### config.mk
export PLATFORM = sky130hd
export DESIGN_NAME = bot_motion_ctrl
export DESIGN_NICKNAME = d
export VERILOG_FILES = /design/src/rtl/bot_motion_ctrl_pkg.sv /design/src/rtl/bot_orient_enc.sv /design/src/rtl/bot_motion_ctrl.sv
export SDC_FILE = /design/constraint.sdc
export NUM_CORES = 1
export LEC_CHECK = 0
export CAP_MARGIN = 0
export CORE_MARGIN = 1.5
export CORE_UTILIZATION = 40
export CTS_BUF_LIST = sky130_fd_sc_hd__clkbuf_2 sky130_fd_sc_hd__clkbuf_4 sky130_fd_sc_hd__clkbuf_8
export DETAILED_ROUTE_END_ITERATION = 6
export GPL_TIMING_DRIVEN = 1
export PLACE_DENSITY = 0.57
export SLEW_MARGIN = 20
export SYNTH_ARGS = -nofsm -noshare
export SYNTH_HDL_FRONTEND = slang
export SYNTH_HIERARCHICAL = 1
export SYNTH_SLANG_ARGS = --single-unit
### constraint.sdc
create_clock -name clk -period 4.09 [get_ports clk]
set_clock_uncertainty 0.1 [all_clocks]
set_input_delay 0.818 -clock clk [delete_from_list [all_inputs] [get_ports clk]]
set_output_delay 0.818 -clock clk [all_outputs]
set_load 0.1 [all_outputs]
### src/rtl/bot_motion_ctrl_pkg.sv
// rtl/bot_motion_ctrl_pkg.sv - shared types and screen constants for the bot icon motion controller
package bot_motion_ctrl_pkg;

    typedef enum logic [2:0] {
        ORIE_N  = 3'd0,
        ORIE_NE = 3'd1,
        ORIE_E  = 3'd2,
        ORIE_SE = 3'd3,
        ORIE_S  = 3'd4,
        ORIE_SW = 3'd5,
        ORIE_W  = 3'd6,
        ORIE_NW = 3'd7
    } orient_t;

    typedef enum logic {
        ST_IDLE = 1'b0,
        ST_MOVE = 1'b1
    } state_t;

    typedef enum logic [1:0] {
        DIR_ZERO = 2'd0,
        DIR_POS  = 2'd1,
        DIR_NEG  = 2'd2
    } dir_t;

    localparam logic [7:0] SCR_LOC_MIN = 8'd2;
    localparam logic [7:0] SCR_X_MAX   = 8'd158;
    localparam logic [7:0] SCR_Y_MAX   = 8'd118;

    function automatic logic [7:0] clamp_loc(input logic [7:0] v, input logic [7:0] lo,
                                             input logic [7:0] hi);
        if (v < lo) return lo;
        else if (v > hi) return hi;
        else return v;
    endfunction

    function automatic dir_t step_dir(input logic [7:0] cur, input logic [7:0] tgt);
        if (tgt > cur) return DIR_POS;
        else if (tgt < cur) return DIR_NEG;
        else return DIR_ZERO;
    endfunction

    function automatic logic [7:0] apply_dir(input logic [7:0] cur, input dir_t dir);
        if (dir == DIR_POS) return cur + 8'd1;
        else if (dir == DIR_NEG) return cur - 8'd1;
        else return cur;
    endfunction

endpackage

### src/rtl/bot_orient_enc.sv
// rtl/bot_orient_enc.sv - maps per-axis step direction to the 8-way icon orientation
module bot_orient_enc
    import bot_motion_ctrl_pkg::*;
(
    input  dir_t    x_dir,
    input  dir_t    y_dir,
    input  orient_t held,
    output orient_t orie
);

    // Screen Y grows downward, so a negative Y step points north.
    always_comb begin
        orie = held;
        case ({x_dir, y_dir})
            {DIR_ZERO, DIR_NEG}:  orie = ORIE_N;
            {DIR_POS,  DIR_NEG}:  orie = ORIE_NE;
            {DIR_POS,  DIR_ZERO}: orie = ORIE_E;
            {DIR_POS,  DIR_POS}:  orie = ORIE_SE;
            {DIR_ZERO, DIR_POS}:  orie = ORIE_S;
            {DIR_NEG,  DIR_POS}:  orie = ORIE_SW;
            {DIR_NEG,  DIR_ZERO}: orie = ORIE_W;
            {DIR_NEG,  DIR_NEG}:  orie = ORIE_NW;
            default:              orie = held;
        endcase
    end

endmodule

### src/rtl/bot_motion_ctrl.sv
// rtl/bot_motion_ctrl.sv - steps the bot icon toward a CPU-supplied target at frame boundaries
module bot_motion_ctrl
    import bot_motion_ctrl_pkg::*;
#(
    parameter logic [7:0] INIT_X      = 8'd80,
    parameter logic [7:0] INIT_Y      = 8'd60,
    parameter logic [7:0] LOC_MIN     = SCR_LOC_MIN,
    parameter logic [7:0] X_MAX       = SCR_X_MAX,
    parameter logic [7:0] Y_MAX       = SCR_Y_MAX,
    parameter logic [3:0] STEP_FRAMES = 4'd1
) (
    input  logic       clk,
    input  logic       reset_n,
    input  logic       frame_tick,
    input  logic       tgt_valid,
    output logic       tgt_ready,
    input  logic [7:0] tgt_x,
    input  logic [7:0] tgt_y,
    output logic [7:0] bot_LocX,
    output logic [7:0] bot_LocY,
    output logic [2:0] bot_Orie,
    output logic       moving,
    output logic       arrived
);

    localparam logic [3:0] STEP_LAST = STEP_FRAMES - 4'd1;

    state_t     state;
    logic [7:0] tgt_x_q;
    logic [7:0] tgt_y_q;
    logic [3:0] step_cnt;
    orient_t    orie_q;

    logic [7:0] clamp_x;
    logic [7:0] clamp_y;
    dir_t       x_dir;
    dir_t       y_dir;
    logic [7:0] next_x;
    logic [7:0] next_y;
    orient_t    next_orie;
    logic       transfer;
    logic       step_fire;

    always_comb begin
        clamp_x   = clamp_loc(tgt_x, LOC_MIN, X_MAX);
        clamp_y   = clamp_loc(tgt_y, LOC_MIN, Y_MAX);
        x_dir     = step_dir(bot_LocX, tgt_x_q);
        y_dir     = step_dir(bot_LocY, tgt_y_q);
        next_x    = apply_dir(bot_LocX, x_dir);
        next_y    = apply_dir(bot_LocY, y_dir);
        transfer  = tgt_valid && tgt_ready;
        step_fire = (state == ST_MOVE) && frame_tick && (step_cnt == STEP_LAST);
    end

    bot_orient_enc u_orient_enc (
        .x_dir (x_dir),
        .y_dir (y_dir),
        .held  (orie_q),
        .orie  (next_orie)
    );

    assign bot_Orie = orie_q;

    always_ff @(posedge clk or negedge reset_n) begin
        if (!reset_n) begin
            state     <= ST_IDLE;
            tgt_x_q   <= INIT_X;
            tgt_y_q   <= INIT_Y;
            step_cnt  <= 4'd0;
            bot_LocX  <= INIT_X;
            bot_LocY  <= INIT_Y;
            orie_q    <= ORIE_N;
            tgt_ready <= 1'b1;
            moving    <= 1'b0;
            arrived   <= 1'b0;
        end else begin
            arrived <= 1'b0;
            case (state)
                ST_IDLE: begin
                    // A tick arriving with a transfer is ignored: IDLE never steps.
                    if (transfer) begin
                        if (clamp_x == bot_LocX && clamp_y == bot_LocY) begin
                            arrived <= 1'b1;
                        end else begin
                            tgt_x_q   <= clamp_x;
                            tgt_y_q   <= clamp_y;
                            step_cnt  <= 4'd0;
                            state     <= ST_MOVE;
                            tgt_ready <= 1'b0;
                            moving    <= 1'b1;
                        end
                    end
                end
                ST_MOVE: begin
                    if (step_fire) begin
                        step_cnt <= 4'd0;
                        bot_LocX <= next_x;
                        bot_LocY <= next_y;
                        orie_q   <= next_orie;
                        if (next_x == tgt_x_q && next_y == tgt_y_q) begin
                            state     <= ST_IDLE;
                            tgt_ready <= 1'b1;
                            moving    <= 1'b0;
                            arrived   <= 1'b1;
                        end
                    end else if (frame_tick) begin
                        step_cnt <= step_cnt + 4'd1;
                    end
                end
                default: begin
                    state     <= ST_IDLE;
                    tgt_ready <= 1'b1;
                    moving    <= 1'b0;
                end
            endcase
        end
    end

endmodule

==> key figures, run 1 <==
Final layout
  • Share of layout cells above drive strength 1: 0.103
  • FF/Latch Area: 0.00109 mm^2
  • Ant. Diodes: 0
  • Layout fillers: 873
  • Nets: 506
  • Area Overhead vs Synth: 16.4%
  • Footprint of the multi-input gates: 0.00227 mm^2
  • Core Util, Final: 0.478

Power and ir drop
  • Power Internal: ~1000 uW
  • Sw Share: 0.519
  • Tot Pwr: between 2000 and 2500 uW
  • Lkg Pwr: 0.00172 uW
  • Pwr/cell area: a little under 500 mW/mm^2
  • VDD IR max: 0.000189 V
  • Seq pwr share: 0.312
  • Clk pwr share: 0.147
  • Psw: approximately 1100 uW
  • Gate power share: 0.541

Place
  • Buffers on Ports: 41
  • Pre-CTS WS: 0.612 ns
  • Gpl congestion: 0.933
  • Detailed Place HPWL: 7320 um

Synthesis
  • Number of synthesized register bits: 43
  • Mapped Area: between 0.003 and 0.004 mm^2
  • Ys Warns: 6
  • Avg Cell Area, Syn: 8.35 um^2
  • Register area share after synthesis: 0.306
  • Post-synth EDFFs: 0
  • Syn Nets: 469
  • Ys flop type: dfrtp_1
  • Yosys cell types: 64
  • Async set-reset flop share out of synthesis: 1.00
  • Post-Syn Instances: 427

Floorplan
  • Site Rows: 34
  • Total core area: 0.00868 mm^2
  • Chip width: around 100 um
  • Die ar.: 0.00949 mm^2
  • Die Y: 97.4 um
  • IO Count: 42
  • Initial Utilization: 0.411

Worst setup path
  • CP arrival: 3.45 ns
  • Worst Path Max Fanout: 9
  • Reg2Reg Depth: 10
  • Crit path kind: reg -> reg
  • Crit end category: flip-flop
  • Worst endpoint required time: 4.17 ns
  • Crit path launch type: flip-flop

Timing
  • Final Hold Viols: 0
  • Worst Slack Setup Final: 0.720 ns
  • Hold_ws: 0.408 ns
  • Final setup vio count: 0
  • Worst slew margin: 0.308
  • Pins Over Slew Limit: 0
  • Fin crit share: 0.824
  • Least-Margin Pin Slew: 1.03 ns
  • Peak Freq: between 200 and 300 MHz
  • Setup TNS Final: 0 ns
  • Tmin final: 3.37 ns
  • Unrepaired setup endpoints after global routing: false

Clock network
  • CTS Buf Count: 5
  • Clk_lat worst skew: 0.30 ns
  • CTS Sinks: 43
  • CTS tree: done
  • Clock slew at reported path FFs: 0.09 ns
  • Root Buffer: clkbuf_8
  • H-tree Lvls: 2
  • Clock buffer depth: 2
  • # Post-CTS Setup Buffers: 0
  • Hold Buf Count CTS: 0
  • Resized Gates After CTS: 0

Routing
  • Initial DRC Count: approximately 140
  • Drt pass-1 iters: 4
  • Number of remaining DRC errors: 0
  • Final WL: 9570 um
  • Vias per inst: 5.64
  • Vias: 3233
  • Post-DR wirelength/cell: 16.7 um
  • Routed Antenna Nets: 0

GRT
  • All-layer global routing usage: 0.206
  • Largest net degree at the start of global routing: 44
  • Vias in the first global route: between 3000 and 4000
  • GRT overflow: 0
  • First-pass GRT wire length: 15900 um
  • Initial antenna violation count: 0

Worst hold path
  • Worst hold path type: in -> async

Flow run
  • # Max-Cap Violations: 0

Outcome
  • Status: complete, no violations
==> cell families after synthesis <==
kind of cell / Yosys count / share of synthesized area
xor gates and xnor gates: 46 / 0.113
muxes: 5 / 0.0154
buffers and inverters: 46 / 0.0572
AOI/OAI and AO/OA: 106 / 0.202
adders and majority gates: 22 / 0.0772
DFF: 43 / 0.306
and+or+nand+nor: 159 / 0.228
==> routing by layer <==
| metal | part of all wire | global-route usage |
|---|---|---|
| met5 | 0 | 0 |
| met4 | 0.023 | 0.0714 |
| met3 | 0.039 | 0.0273 |
| met2 | 0.45 | 0.319 |
| met1 | 0.49 | 0.296 |
==> layout by cell type, fill, tap and decap left out, drive strengths merged, types with 16 or more instances in the layout <==
| cell type | count |
|---|---|
| nand2 | 49 |
| clkdlybuf4s50 | 40 |
| xnor2 | 35 |
| nor2 | 33 |
| inv | 31 |
| a21oi | 31 |
| dfrtp | 30 |
| o21ai | 26 |
| ha | 22 |
| nor3 | 16 |
==> synthesized netlist by cell type (4+ instances only) <==
| cell | count | share of area |
|---|---|---|
| a21oi_1 | 30 | 0.042 |
| nor3_1 | 16 | 0.022 |
| o22ai_1 | 5 | 0.0088 |
| xnor2_1 | 35 | 0.086 |
| mux2_2 | 4 | 0.013 |
| nand2b_1 | 7 | 0.012 |
| dfrtp_1 | 30 | 0.21 |
| nor4_1 | 8 | 0.014 |
| nor2b_1 | 4 | 0.0070 |
| dfstp_2 | 13 | 0.096 |
| nand4_1 | 12 | 0.021 |
| o21ai_0 | 23 | 0.032 |
| nand3_1 | 14 | 0.020 |
| inv_1 | 30 | 0.032 |
| o211ai_1 | 4 | 0.0084 |
| nand2_1 | 49 | 0.052 |
| buf_2 | 7 | 0.0098 |
| nor2_1 | 33 | 0.035 |
| xor2_1 | 11 | 0.027 |
| ha_1 | 22 | 0.077 |
| clkbuf_1 | 5 | 0.0053 |
==> flip-flops by register name (all words and copies together), names as in the netlist <==
register   count
bot_Orie       3
bot_LocY       8
state          1
bot_LocX       8
moving         1
tgt_x_q        8
arrived        1
tgt_y_q        8
tgt_ready      1
step_cnt       4
==> layout make-up <==
class                      count  share of cell area
clock buffer                   6              0.0199
clock inverter                 2             0.00392
inverter                      31              0.0280
multi-input combinational    338               0.547
sequential                    43               0.263
tap                          108              0.0326
timing repair buffer          45               0.106
==> path summary, 6_finish.rpt <==
check                      slack, ns     endpoint        start
setup / recovery                0.72        state  bot_LocY[3]
hold / removal                  0.41   tgt_y_q[0]      reset_n
setup reg to reg                0.72        state  bot_LocY[3]
hold reg to reg                 0.41   tgt_x_q[6]   tgt_x_q[6]
max in group asynchronous       3.08  bot_LocX[2]      reset_n
min in group clk                0.41   tgt_x_q[6]   tgt_x_q[6]
==> critical path, stage by stage, from the launching register on <==
cell	delay, ns
dfstp_2	0.63
inv_1	0.16
ha_1	0.36
a21oi_1	0.23
a21oi_2	0.11
or2_1	0.35
o32a_1	0.42
xnor2_1	0.22
nand3_1	0.16
nor4_4	0.39
o21ai_0	0.12
==> power by group through the flow <==
stage | combinational (uW) | clock, uW | sequential [uW]
2_1_floorplan | 476 | 0 | 988
3_3_place_gp | 1110 | 0 | 646
3_5_place_dp | 1110 | 0 | 646
4_1_cts | 1110 | 316 | 639
5_1_grt | 1190 | 330 | 660
6_report | 1110 | 303 | 642
==> metrics by stage <==
step | std cells | area (um^2)
final | 573 | 4150
after global routing | 573 | 4150
after CTS | 573 | 4150
after detailed placement | 565 | 4050
after global placement | 565 | 4050
after floorplan | 427 | 3570
Note: power is estimated with default switching activity, not from simulation.
==> run 2, diff against run 1 <==
--- a/config.mk
+++ b/config.mk
@@ -11,7 +11,7 @@
 export CTS_BUF_LIST = sky130_fd_sc_hd__clkbuf_2 sky130_fd_sc_hd__clkbuf_4 sky130_fd_sc_hd__clkbuf_8
 export DETAILED_ROUTE_END_ITERATION = 6
 export GPL_TIMING_DRIVEN = 1
-export PLACE_DENSITY = 0.57
+export PLACE_DENSITY = 0.6
 export SLEW_MARGIN = 20
 export SYNTH_ARGS = -nofsm -noshare
 export SYNTH_HDL_FRONTEND = slang
==> constraint.sdc (replaced) <==
create_clock -name clk -period 2.9 [get_ports clk]
set_clock_uncertainty 0.1 [all_clocks]
set_input_delay 0.58 -clock clk [delete_from_list [all_inputs] [get_ports clk]]
set_output_delay 0.58 -clock clk [all_outputs]
set_load 0.1 [all_outputs]
==> run 2 against run 1 <==
Compared with the run above:
- the flow now finishes with violations (setup timing)
- clock power up 71%
- critical endpoint is now arrived
- final cell count up 20%
- via count up 14%
- largest cell class unchanged
- sequential power up 29%
- power up 60%
- global-route usage up 2.4 points
- design area up 26%
==> key figures, run 2 (synthesis gave the netlist of run 1 again) <==
GRT
  • Initial antenna violation count: 0 (unchanged)
  • All-layer global routing usage: 0.230 (+0.0241)
  • First-pass GRT wire length: 17600 um (+11%)
  • Largest net degree at the start of global routing: 44 (unchanged)
  • Vias in the first global route: 3515 (+11%)
  • GRT overflow: 0 (unchanged)

Worst setup path
  • Crit end category: flip-flop
  • Worst endpoint required time: 3.05 ns (-1.12 ns)
  • Crit path launch: bot_LocX[4]
  • Worst Path Max Fanout: 4 (-5)
  • R2R Path Start: bot_LocX[4]
  • Crit path kind: reg -> reg
  • Crit path launch type: flip-flop
  • CP arrival: 3.22 ns (-0.23 ns)

Power and ir drop
  • VDD IR max: 0.000316 V (+67%)
  • Lkg Pwr: 0.00230 uW (+34%)
  • Pwr/cell area: 630 mW/mm^2 (+27%)
  • Tot Pwr: 3280 uW (+60%)

Routing
  • Initial DRC Count: 279 (+100%)
  • Vias per inst: 5.35 (-5.2%)
  • Post-DR wirelength/cell: 16.0 um (-4.0%)
  • Number of remaining DRC errors: 0 (unchanged)
  • Final WL: 11000 um (+15%)
  • Routed Antenna Nets: 0 (unchanged)
  • Vias: 3681 (+14%)
  • Drt pass-1 iters: 5 (+1)

Clock network
  • CTS Buf Count: 5 (unchanged)
  • Hold Buf Count CTS: 0 (unchanged)
  • Root Buffer: clkbuf_8
  • H-tree Lvls: 2 (unchanged)
  • Clock slew at reported path FFs: 0.09 ns (about the same)
  • CTS Sinks: 43 (unchanged)
  • Clock buffer depth: 2 (unchanged)
  • Clk_lat worst skew: 0.31 ns (about the same)
  • CTS tree: done

Timing
  • Pins Over Slew Limit: 0 (unchanged)
  • Setup TNS Final: -0.645 ns (-0.645 ns)
  • Fin crit share: 1.06 (+0.235)
  • Peak Freq: 326 MHz (+9.7%)
  • Final setup vio count: 4 (+4)
  • Final Hold Viols: 0 (unchanged)
  • Unrepaired setup endpoints after global routing: true
  • Least-Margin Pin Slew: 0.583 ns (-0.451 ns)
  • Tmin final: 3.07 ns (-0.299 ns)
  • Worst slew margin: 0.611 (+0.303)
  • Worst Slack Setup Final: -0.171 ns (-0.891 ns)

Final layout
  • Final std cells w/o fill: 688 (+20%)
  • FF/Latch Area: 0.00114 mm^2 (+4.4%)
  • Layout fillers: 783 (-10%)
  • Ant. Diodes: 0 (unchanged)
  • Share of layout cells above drive strength 1: 0.383 (+0.280)
  • Commonest non-fill, non-tap cell in the layout: buf_4
  • Most frequent cells in the layout: 138 x buf_4, 49 x nand2_1, 33 x xnor2_1
  • Nets: 621 (+23%)
  • Area Overhead vs Synth: 46.1%
  • Footprint of the multi-input gates: 0.00244 mm^2 (+7.3%)

Place
  • Pre-CTS WS: -0.272 ns (-0.884 ns)
  • Placed insts: 672 (+19%)
  • Gpl congestion: 0.912 (-2.3%)
  • Detailed Place HPWL: 8480 um (+16%)
  • Buffers on Ports: 41 (unchanged)

Floorplan
  • Chip width: 97.4 um (unchanged)
  • Initial Utilization: 0.411 (unchanged)
  • IO Count: 42 (unchanged)
  • Die Y: 97.4 um (unchanged)
  • Total core area: 0.00868 mm^2 (unchanged)
  • Site Rows: 34 (unchanged)
  • Die ar.: 0.00949 mm^2 (unchanged)

Flow run
  • # Max-Cap Violations: 0 (unchanged)

Outcome
  • Status: complete, but fails checks
  • Failing checks: setup timing

Worst hold path
  • Worst hold path type: in -> async
==> run 2: routing by layer <==
metal	wire length (um)	track usage	share of wire	vias up
met1	5360	0.340	0.49	1708
li1	-	-	-	1836
met2	4860	0.350	0.44	112
met3	518	0.0252	0.047	25
met5	0	0	0	-
met4	297	0.0791	0.027	0
==> run 2: final cells by class <==
type,count,area share
clock buffer,6,0.0158
clock inverter,2,0.00744
inverter,31,0.0245
sequential,43,0.219
timing repair buffer,159,0.239
multi-input combinational,338,0.467
tap,108,0.0259
timing repair inverter,1,0.000960
==> run 2: worst paths after layout <==
check                                   end  slack [ns]  cells after the start
worst max-delay path                arrived       -0.17                     12
worst min-delay path            bot_Orie[1]        0.25                      2
worst min register to register       moving        0.44                      2
worst max register to register      arrived       -0.17                     12
min in group clk                     moving        0.44                      2
max in group asynchronous       bot_LocX[1]        2.01                      2
==> run 2: timing repair <==
item                       4_1_cts  5_1_grt
buffers inserted                 0        7
pin swaps                        8       12
gates resized for setup          9       16
setup endpoints to repair        4       26
gates cloned                     0        1
==> run 2: metrics by stage <==
stage / util / cell area (um^2) / hold slack, ns
after floorplan: - / 3690 / 0.184
after global placement: 0.564 / 4890 / 0.401
after detailed placement: 0.564 / 4890 / 0.416
after CTS: 0.584 / 5070 / 0.263
after global routing: 0.600 / 5210 / 0.301
final: 0.600 / 5210 / 0.254
==> run 2: critical path, cell delays in order (launching register included) <==
cell	delay (ns)
dfstp_4	0.63
inv_4	0.04
ha_4	0.24
nand4_1	0.18
or2_4	0.32
buf_6	0.12
o211ai_1	0.11
buf_4	0.17
o22a_1	0.20
xnor2_2	0.14
nand4_1	0.17
nor4_4	0.43
nand2b_1	0.16
==> run 2: where the power goes <==
part           switching (uW)  internal [uW]
clock                     234            284
sequential               95.7            729
combinational            1260            677
